===== config.mk =====
export PLATFORM = sky130hd
export DESIGN_NAME = display_scheduler_flat
export DESIGN_NICKNAME = d
export VERILOG_FILES = /design/src/rtl/display_pkg.sv /design/src/rtl/display_scheduler_if.sv /design/src/rtl/display_scheduler_rr_picker.sv /design/src/rtl/display_scheduler.sv /design/src/flat_wrapper.sv
export SDC_FILE = /design/constraint.sdc
export NUM_CORES = 1
export LEC_CHECK = 0
export ABC_AREA = 0
export BUFFER_PORTS_ARGS = -buffer_cell sky130_fd_sc_hd__clkbuf_2
export CORE_MARGIN = 2
export CORE_UTILIZATION = 42
export DETAILED_ROUTE_END_ITERATION = 10
export GPL_TIMING_DRIVEN = 1
export PLACE_DENSITY = 0.77
export SYNTH_ARGS = -nofsm -noshare
export SYNTH_HDL_FRONTEND = slang
export SYNTH_SLANG_ARGS = --single-unit

===== constraint.sdc =====
create_clock -name clk -period 2.81 [get_ports clk]
set_clock_uncertainty 0.1 [all_clocks]
set_input_delay 0.281 -clock clk [delete_from_list [all_inputs] [get_ports clk]]
set_output_delay 0.281 -clock clk [all_outputs]
set_load 0.1 [all_outputs]

===== src/rtl/display_pkg.sv =====
// Shared definitions for the display scheduler: state encoding, source geometry
// and the helper that extracts one requester's word from the packed data bus.
package display_pkg;

  localparam int NUM_SRC = 4;
  localparam int SEG_W   = 32;
  localparam int IDX_W   = 2;

  localparam logic [1:0] ST_IDLE = 2'd0;
  localparam logic [1:0] ST_SHOW = 2'd1;
  localparam logic [1:0] ST_PIN  = 2'd2;

  // Source i occupies bits [SEG_W*i +: SEG_W] of the packed data bus.
  function automatic logic [SEG_W-1:0] src_slice(
    input logic [NUM_SRC*SEG_W-1:0] data,
    input logic [IDX_W-1:0]         idx
  );
    return data[int'(idx)*SEG_W +: SEG_W];
  endfunction

endpackage


===== src/rtl/display_scheduler_if.sv =====
// Requester-side and display-side signals of the display scheduler.
interface display_scheduler_if;
  import display_pkg::*;

  logic [NUM_SRC-1:0]       src_req;
  logic [NUM_SRC*SEG_W-1:0] src_data;
  logic                     pin_en;
  logic [IDX_W-1:0]         pin_sel;
  logic [NUM_SRC-1:0]       src_grant;
  logic [IDX_W-1:0]         cur_src;
  logic                     cur_valid;
  logic [SEG_W-1:0]         seg;

  modport master (
    output src_req, src_data, pin_en, pin_sel,
    input  src_grant, cur_src, cur_valid, seg
  );

  modport slave (
    input  src_req, src_data, pin_en, pin_sel,
    output src_grant, cur_src, cur_valid, seg
  );
endinterface


===== src/rtl/display_scheduler_rr_picker.sv =====
// Round-robin picker: first requesting index after `last`, wrapping modulo 4;
// `last` itself is checked last, so a lone requester can be re-picked.
module rr_picker
  import display_pkg::*;
(
  input  logic [NUM_SRC-1:0] req,
  input  logic [IDX_W-1:0]   last,
  output logic [IDX_W-1:0]   pick,
  output logic               any
);

  logic [IDX_W-1:0] idx;

  always_comb begin
    pick = '0;
    any  = 1'b0;
    idx  = '0;
    // Scan from the farthest offset down so the nearest requester wins.
    for (int k = NUM_SRC; k >= 1; k--) begin
      idx = last + IDX_W'(k);
      if (req[idx]) begin
        pick = idx;
        any  = 1'b1;
      end
    end
  end

endmodule


===== src/rtl/display_scheduler.sv =====
// Round-robin dwell scheduler that time-shares the seven-segment display among
// four requesters, with a manual pin override; all outputs are registered.
module display_scheduler
  import display_pkg::*;
#(
  parameter int DWELL_CYCLES = 100_000_000,
  parameter int CNT_W        = 27
) (
  input  logic               clk,
  input  logic               reset,
  display_scheduler_if.slave bus
);

  logic [1:0]         state, nxt_state;
  logic [IDX_W-1:0]   last, nxt_last, nxt_src;
  logic [CNT_W-1:0]   cnt, nxt_cnt;
  logic [IDX_W-1:0]   pick;
  logic               any;
  logic               expired;

  logic [NUM_SRC-1:0] grant_p1;
  logic [IDX_W-1:0]   src_p1;
  logic               vld_p1;
  logic [SEG_W-1:0]   seg_p1;

  rr_picker u_picker (
    .req  (bus.src_req),
    .last (last),
    .pick (pick),
    .any  (any)
  );

  assign expired = (cnt == CNT_W'(DWELL_CYCLES - 1));

  always_comb begin
    nxt_state = state;
    nxt_src   = src_p1;
    nxt_cnt   = '0;
    if (bus.pin_en) begin
      nxt_state = ST_PIN;
      nxt_src   = bus.pin_sel;
    end else if (state == ST_SHOW && bus.src_req[src_p1] && !expired) begin
      nxt_cnt   = cnt + CNT_W'(1);
    end else if (state != ST_IDLE || any) begin
      // Covers leaving PIN, waking from IDLE, a request drop and dwell expiry.
      nxt_state = any ? ST_SHOW : ST_IDLE;
      nxt_src   = any ? pick : src_p1;
    end
    nxt_last = (nxt_state != ST_IDLE) ? nxt_src : last;
  end

  // Stage p1: state and registered display outputs, all updated on the same edge.
  always_ff @(posedge clk or negedge reset) begin
    if (!reset) begin
      state    <= ST_IDLE;
      last     <= IDX_W'(NUM_SRC - 1);
      cnt      <= '0;
      grant_p1 <= '0;
      src_p1   <= '0;
      vld_p1   <= 1'b0;
      seg_p1   <= '0;
    end else begin
      state    <= nxt_state;
      last     <= nxt_last;
      cnt      <= nxt_cnt;
      src_p1   <= nxt_src;
      vld_p1   <= (nxt_state != ST_IDLE);
      grant_p1 <= (nxt_state != ST_IDLE) ? (NUM_SRC'(1) << nxt_src) : '0;
      seg_p1   <= (nxt_state != ST_IDLE) ? src_slice(bus.src_data, nxt_src) : '0;
    end
  end

  assign bus.src_grant = grant_p1;
  assign bus.cur_src   = src_p1;
  assign bus.cur_valid = vld_p1;
  assign bus.seg       = seg_p1;

endmodule


===== src/flat_wrapper.sv =====
// flat-port wrapper written by rule: the top's interface ports become plain ports
module display_scheduler_flat import display_pkg::*;
#(
  parameter int DWELL_CYCLES = 100_000_000,
  parameter int CNT_W        = 27
)
  (clk, reset, bus_src_req, bus_src_data, bus_pin_en, bus_pin_sel, bus_src_grant, bus_cur_src, bus_cur_valid, bus_seg);
  display_scheduler_if bus_i ();
  input  logic clk;
  input  logic reset;
  input wire logic [$bits(bus_i.src_req)-1:0] bus_src_req;
  input wire logic [$bits(bus_i.src_data)-1:0] bus_src_data;
  input wire logic [$bits(bus_i.pin_en)-1:0] bus_pin_en;
  input wire logic [$bits(bus_i.pin_sel)-1:0] bus_pin_sel;
  output wire logic [$bits(bus_i.src_grant)-1:0] bus_src_grant;
  output wire logic [$bits(bus_i.cur_src)-1:0] bus_cur_src;
  output wire logic [$bits(bus_i.cur_valid)-1:0] bus_cur_valid;
  output wire logic [$bits(bus_i.seg)-1:0] bus_seg;
  assign bus_i.src_req = bus_src_req;
  assign bus_i.src_data = bus_src_data;
  assign bus_i.pin_en = bus_pin_en;
  assign bus_i.pin_sel = bus_pin_sel;
  assign bus_src_grant = bus_i.src_grant;
  assign bus_cur_src = bus_i.cur_src;
  assign bus_cur_valid = bus_i.cur_valid;
  assign bus_seg = bus_i.seg;
  display_scheduler #(.DWELL_CYCLES(DWELL_CYCLES), .CNT_W(CNT_W)) u_core (.clk(clk), .reset(reset), .bus(bus_i));
endmodule

Word-level counts from Yosys, hierarchy flattened
Cells that the tools add are included.

Add/subtract/negate cells: 4. $lt $le $gt $ge: 5. Equality and inequality tests: 2. Shifts and indexed selects: 2. Multiplexer cells: 30. Reduce and logical (&&, ||, !) cells: 6.

Operators with widths (count): indexed part select 128 x 8 -> 32 bit (1); two-way mux 27 bit (2); two-way mux 32 bit (1); adder 27 x 1 -> 27 bit, second input constant (1); == test 27 bit, second input constant (1); two-way mux 2 bit (11); less-than comparator 2 x 3 -> 1 bit, second input constant (5); binary-select mux 1 bit (select 2 bit) (5); two-way mux 1 bit (10); adder 2 bit, second input constant (2); two-way mux 4 bit (1); nonzero test 2 bit (2); left shift 1 x 2 -> 4 bit, first input constant (1); adder 2 x 1 -> 2 bit, second input constant (1); == test 2 x 1 -> 1 bit, second input constant (1); logical AND 1 bit (2); zero test 1 bit (1); logical OR 1 bit (1).

Register bits: 70. Bits of input ports: 137. Logic and storage cells: 56.

Longest topological paths before layout
Depth in word-level cells: 12. Depth in mapped cells: 11. Depth with buffers taken out: 8.

By module
A second synthesis with hierarchy kept.

Cells, all modules: 327. Area total of the unflattened synthesis: 3686.0 um2.

Modules (own cells, without submodules): display_scheduler (times used 1, cells each 313, area each 3594.7 um2, seq. area each 1754.2 um2); rr_picker (times used 1, cells each 14, area each 91.3 um2, seq. area each 0.0 um2).

Worst setup path after synthesis
No wires, ideal clock.

Path type: flip-flop to flip-flop. Start: reg u_core.src_p1[0] (netlist: u_core.bus.cur_src[0]). End: reg u_core.seg_p1[25] (netlist: u_core.bus.seg[25]). Library setup time: 0.129 ns. Arrival time: 3.044 ns. Data required time: 2.581 ns. Slack: -0.463 ns. Stages on the path, launching flop included: 9. Clock period less this slack: 3.273 ns. Cell sequence: dfrtp_1 mux2i_1 a2111oi_0 a21oi_1 a221oi_4 buf_4 buf_4 mux2i_1 o22ai_2.

Cells in the longest elaborated chain, start to end: 8.

RTL lines: from (decl) (line display_scheduler.sv:22) `logic [IDX_W-1:0] src_p1;`; from (signal assigned) (line display_scheduler.sv:66) `src_p1 <= nxt_src;`; binary-select mux 1 bit (select 2 bit) (line display_scheduler.sv:42) `end else if (state == ST_SHOW && bus.src_req[src_p1] && !expired) begin`; two-way mux 1 bit (not written as such) (line display_scheduler.sv:42); logical AND 1 bit (2 in a row) (line display_scheduler.sv:42); two-way mux 2 bit * (line display_scheduler.sv:42); two-way mux 2 bit * (line display_scheduler.sv:39) `if (bus.pin_en) begin`; via u_core.nxt_src[0] (line display_scheduler.sv:15) `logic [IDX_W-1:0] last, nxt_last, nxt_src;`; indexed part select 128 x 8 -> 32 bit * (line display_pkg.sv:18) `return data[int'(idx)*SEG_W +: SEG_W];`; two-way mux 32 bit * (line display_scheduler.sv:69) `seg_p1 <= (nxt_state != ST_IDLE) ? src_slice(bus.src_data, nxt_src) : '0;`; to (signal assigned) (line display_scheduler.sv:69); to (decl) (line display_scheduler.sv:24) `logic [SEG_W-1:0] seg_p1;`.

The timed path passes the listed nets; every way through them passes the cells marked *. The select of a mux whose other input is x is not followed. A chain may end at the register's enable or synchronous reset.

Worst setup path after layout
Start: reg u_core.cnt[1]. End: reg u_core.seg_p1[0] (netlist: u_core.bus.seg[0]).

Cells in the longest elaborated chain, start to end: 7.

RTL lines: from (decl) (line display_scheduler.sv:16) `logic [CNT_W-1:0] cnt, nxt_cnt;`; from (signal assigned) (line display_scheduler.sv:65) `cnt <= nxt_cnt;`; == test 27 bit * (line display_scheduler.sv:33) `assign expired = (cnt == CNT_W'(DWELL_CYCLES - 1));`; zero test 1 bit * (line display_scheduler.sv:42); logical AND 1 bit * (line display_scheduler.sv:42); two-way mux 2 bit (line display_scheduler.sv:42); two-way mux 2 bit (line display_scheduler.sv:39); indexed part select 128 x 8 -> 32 bit or nonzero test 2 bit (tied branches) (line display_pkg.sv:18, display_scheduler.sv:69); two-way mux 32 bit * (line display_scheduler.sv:69).

Every way passes the cells marked *; elsewhere a longest branch is shown, timed or not.

==> key figures <==
Worst hold path
  – Worst hold path class: in2reg
  – Min-Delay Startpoint: bus_pin_en

Critical path
  – CP endpoint kind: flip-flop
  – CP cell instances: ha_2 -> nand3_2 -> or2_1 -> or3_4 -> a21o_1 -> a221oi_4 -> buf_12 -> buf_12 -> buf_8 -> mux2i_1 -> o22ai_1
  – Worst EP arrival: 2.91 ns
  – Crit path top cell by count: buf_12
  – Crit Reg-Reg Startpoint: u_core.cnt[1]
  – CP max stage delay: 0.39 ns
  – Critical Path Start Type: flip-flop
  – CP max-delay cell: or3_4
  – Setup crit start: u_core.cnt[1]
  – Crit-path max FO: 7
  – CP required: 2.93 ns
  – WS Path Type: reg2reg

Clocking
  – CTS tree: built
  – CTS H-tree lvls: 3
  – Later-pin clock latency in the skew report: 0.34 ns
  – Clock buffer depth: 2
  – Clk pin slew, worst setup/hold paths: 0.08 ns
  – Clock sinks: 70
  – Num CTS Buffers: 9
  – CTS root buf: clkbuf_8

Synth
  – Register bit total from synthesis: 70
  – Synth Flop Type: dfrtp_1
  – EDFF count, synth: 0
  – Post-synth ARST share: 100%
  – Syn_area_per_cell: 11.0 um^2
  – Cell with the most instances after synthesis: dfrtp_1
  – Post-synthesis cell area: 3610 um^2
  – Distinct cells, synth: 42
  – Mapped Cells: 328
  – Synth Net Count: 466
  – Top post-synthesis cells by count: dfrtp_1, mux2i_1, nor2_1
  – Register area share after synthesis: 48.6%
  – Area contributors post-synth: dfrtp_1, mux2i_1, o22ai_1
  – Synth warn: 0
  – Largest area contributor in the netlist: dfrtp_1
  – Top-area cell type share of the netlist area: 47.1%

Floorplanning
  – Core area: 8260 um^2
  – Starting density of the core: 43.7%
  – Die ar.: 9360 um^2
  – Vert. Die Dim: 96.7 um
  – Die width: 96.7 um
  – Standard-cell rows: 33
  – Top Ports: 176

Job
  – Max-Cap Viols: 0

STA
  – Fin crit period: 2.79 ns
  – Worst-margin pin slew: 0.591 ns
  – Unrepaired setup endpoints after global routing: true
  – Setup TNS: 0 ns
  – Final worst-path cycle share: 99.3%
  – Worst relative slew slack: 60.8%
  – Final setup violation count: 0
  – Fmax: 358 MHz
  – Slew Limit Fails: 0
  – Fin. Hold Viols: 0

Global routing
  – Overflow after GRT: 0
  – Initial antenna violation count: 0
  – First-pass GRT wire length: 16,000 um
  – Vias in the first global route: 3,359
  – Largest net degree at the start of global routing: 71
  – All-Layer GR Usage: 21.1%
  – Global routing's busiest layer: met2
  – GR Util met3: 5.49%
  – Grt met1 use: 24.3%
  – GR Util met2: 38.0%

Layout
  – Final cell utilization of the core: 64.3%
  – Antenna cells: 0
  – Area growth from synthesis to final layout: 46.9%
  – Final nets: 669
  – Share of layout cells above drive strength 1: 48.5%

Power
  – Total power: 3720 uW
  – Static Leak: 0.00268 uW
  – IR drop worst, VDD: 505 uV
  – PwrDens: 702 nW/um^2

Routing
  – Vias per inst: 5.31
  – Drt total wl: 11,000 um
  – DR pass1 iterations: 4
  – ANT nets after route: 0
  – DRC: 0
  – Avg WL per Cell: 17.2 um
  – Vias: 3,401
  – Initial DRC count: 193

Place
  – Gpl congestion: 0.808
  – Number of port buffers: 175
  – Hpwl dp: 7500 um

Run status
  – Status: completed
layout make-up:
type | instances | area [um^2]
Timing Repair Buffer | 209 | 1370
Sequential cell | 70 | 1760
Tap cell | 105 | 131
Fill cell | 619 | 2950
Inverter | 8 | 30.0
Clock buffer | 9 | 124
Multi-Input combinational cell | 233 | 1800
Clock inverter | 7 | 97.6
state kept, by name (all words and copies together), names as in the netlist:
| register | flops |
|---|---|
| u_core.bus.src_grant | 4 |
| u_core.last | 2 |
| u_core.bus.cur_valid | 1 |
| u_core.cnt | 27 |
| u_core.bus.cur_src | 2 |
| u_core.bus.seg | 32 |
| u_core.state | 2 |
routing by layer:
layer	up-vias	part of all wire [%]	wire length (um)
li1	1581	-	-
met3	19	6.5	720
met2	132	53	5870
met1	1669	38	4220
met5	-	0	0
met4	0	1.8	203
path summary, 6_finish.rpt:
check	cells after the start	end	slack (ns)
worst max-delay path	11	u_core.bus.seg[0]	0.02
worst min register to register	2	u_core.last[0]	0.39
worst min-delay path	1	u_core.state[1]	0.07
max in group asynchronous	3	u_core.bus.seg[20]	1.89
min in group asynchronous	3	u_core.cnt[3]	0.38
worst max register to register	11	u_core.bus.seg[0]	0.02
repair_timing:
action                                  in CTS  in global routing
endpoints found under the setup margin       0                 34
hold buffers                                 1                  0
endpoints found under the hold margin       68                  0
gates resized for setup                      0                 33
setup buffers                                0                  9
cells in the final DEF, fill, tap and decap left out, types with 9 or more instances in the layout:
cell,count
mux2i_1,51
o22ai_1,24
clkbuf_2,174
nor2_1,38
xor2_1,15
nand2_1,15
buf_4,12
mux2i_2,14
dfrtp_1,66
nand3_1,11
xnor2_1,9
clkbuf_8,9
stage by stage:
stage | hold slack (ns) | instances | cell area, um^2 | worst slack (ns)
5_1_grt | 0.0670 | 641 | 5310 | -0.106
3_5_place_dp | 0.237 | 608 | 4700 | 0.0218
4_1_cts | 0.0514 | 625 | 4930 | 0.00415
6_report | 0.0661 | 641 | 5310 | 0.0204
3_3_place_gp | 0.241 | 608 | 4700 | 0.105
2_1_floorplan | -0.115 | 328 | 3620 | 0.00543
critical path: cells and delay by family (launching register included):
family	cells	cell delay, ns
buffers and inverters	3	0.43
and+or+nand+nor	3	0.71
DFF	1	0.38
muxes	1	0.23
adders and majority gates	1	0.20
AOI/OAI and AO/OA	3	0.61
power by group:
part	leakage, uW	switching [uW]	internal, uW
registers	0.000889	46.5	1120
clock network	0.000106	408	503
logic	0.00169	1170	472
kinds of logic (layout without fill, tap and decap cells):
family / after synthesis / count (layout) / synth area share, %
simple gates: 93 / 94 / 12.5
buf+inv: 26 / 233 / 4.12
mux: 66 / 66 / 18.3
xor+xnor: 24 / 24 / 5.82
flops: 70 / 70 / 48.6
compound gates: 48 / 48 / 10.4
fa+ha+maj: 1 / 1 / 0.346
Power figures use the tool's default switching activity.
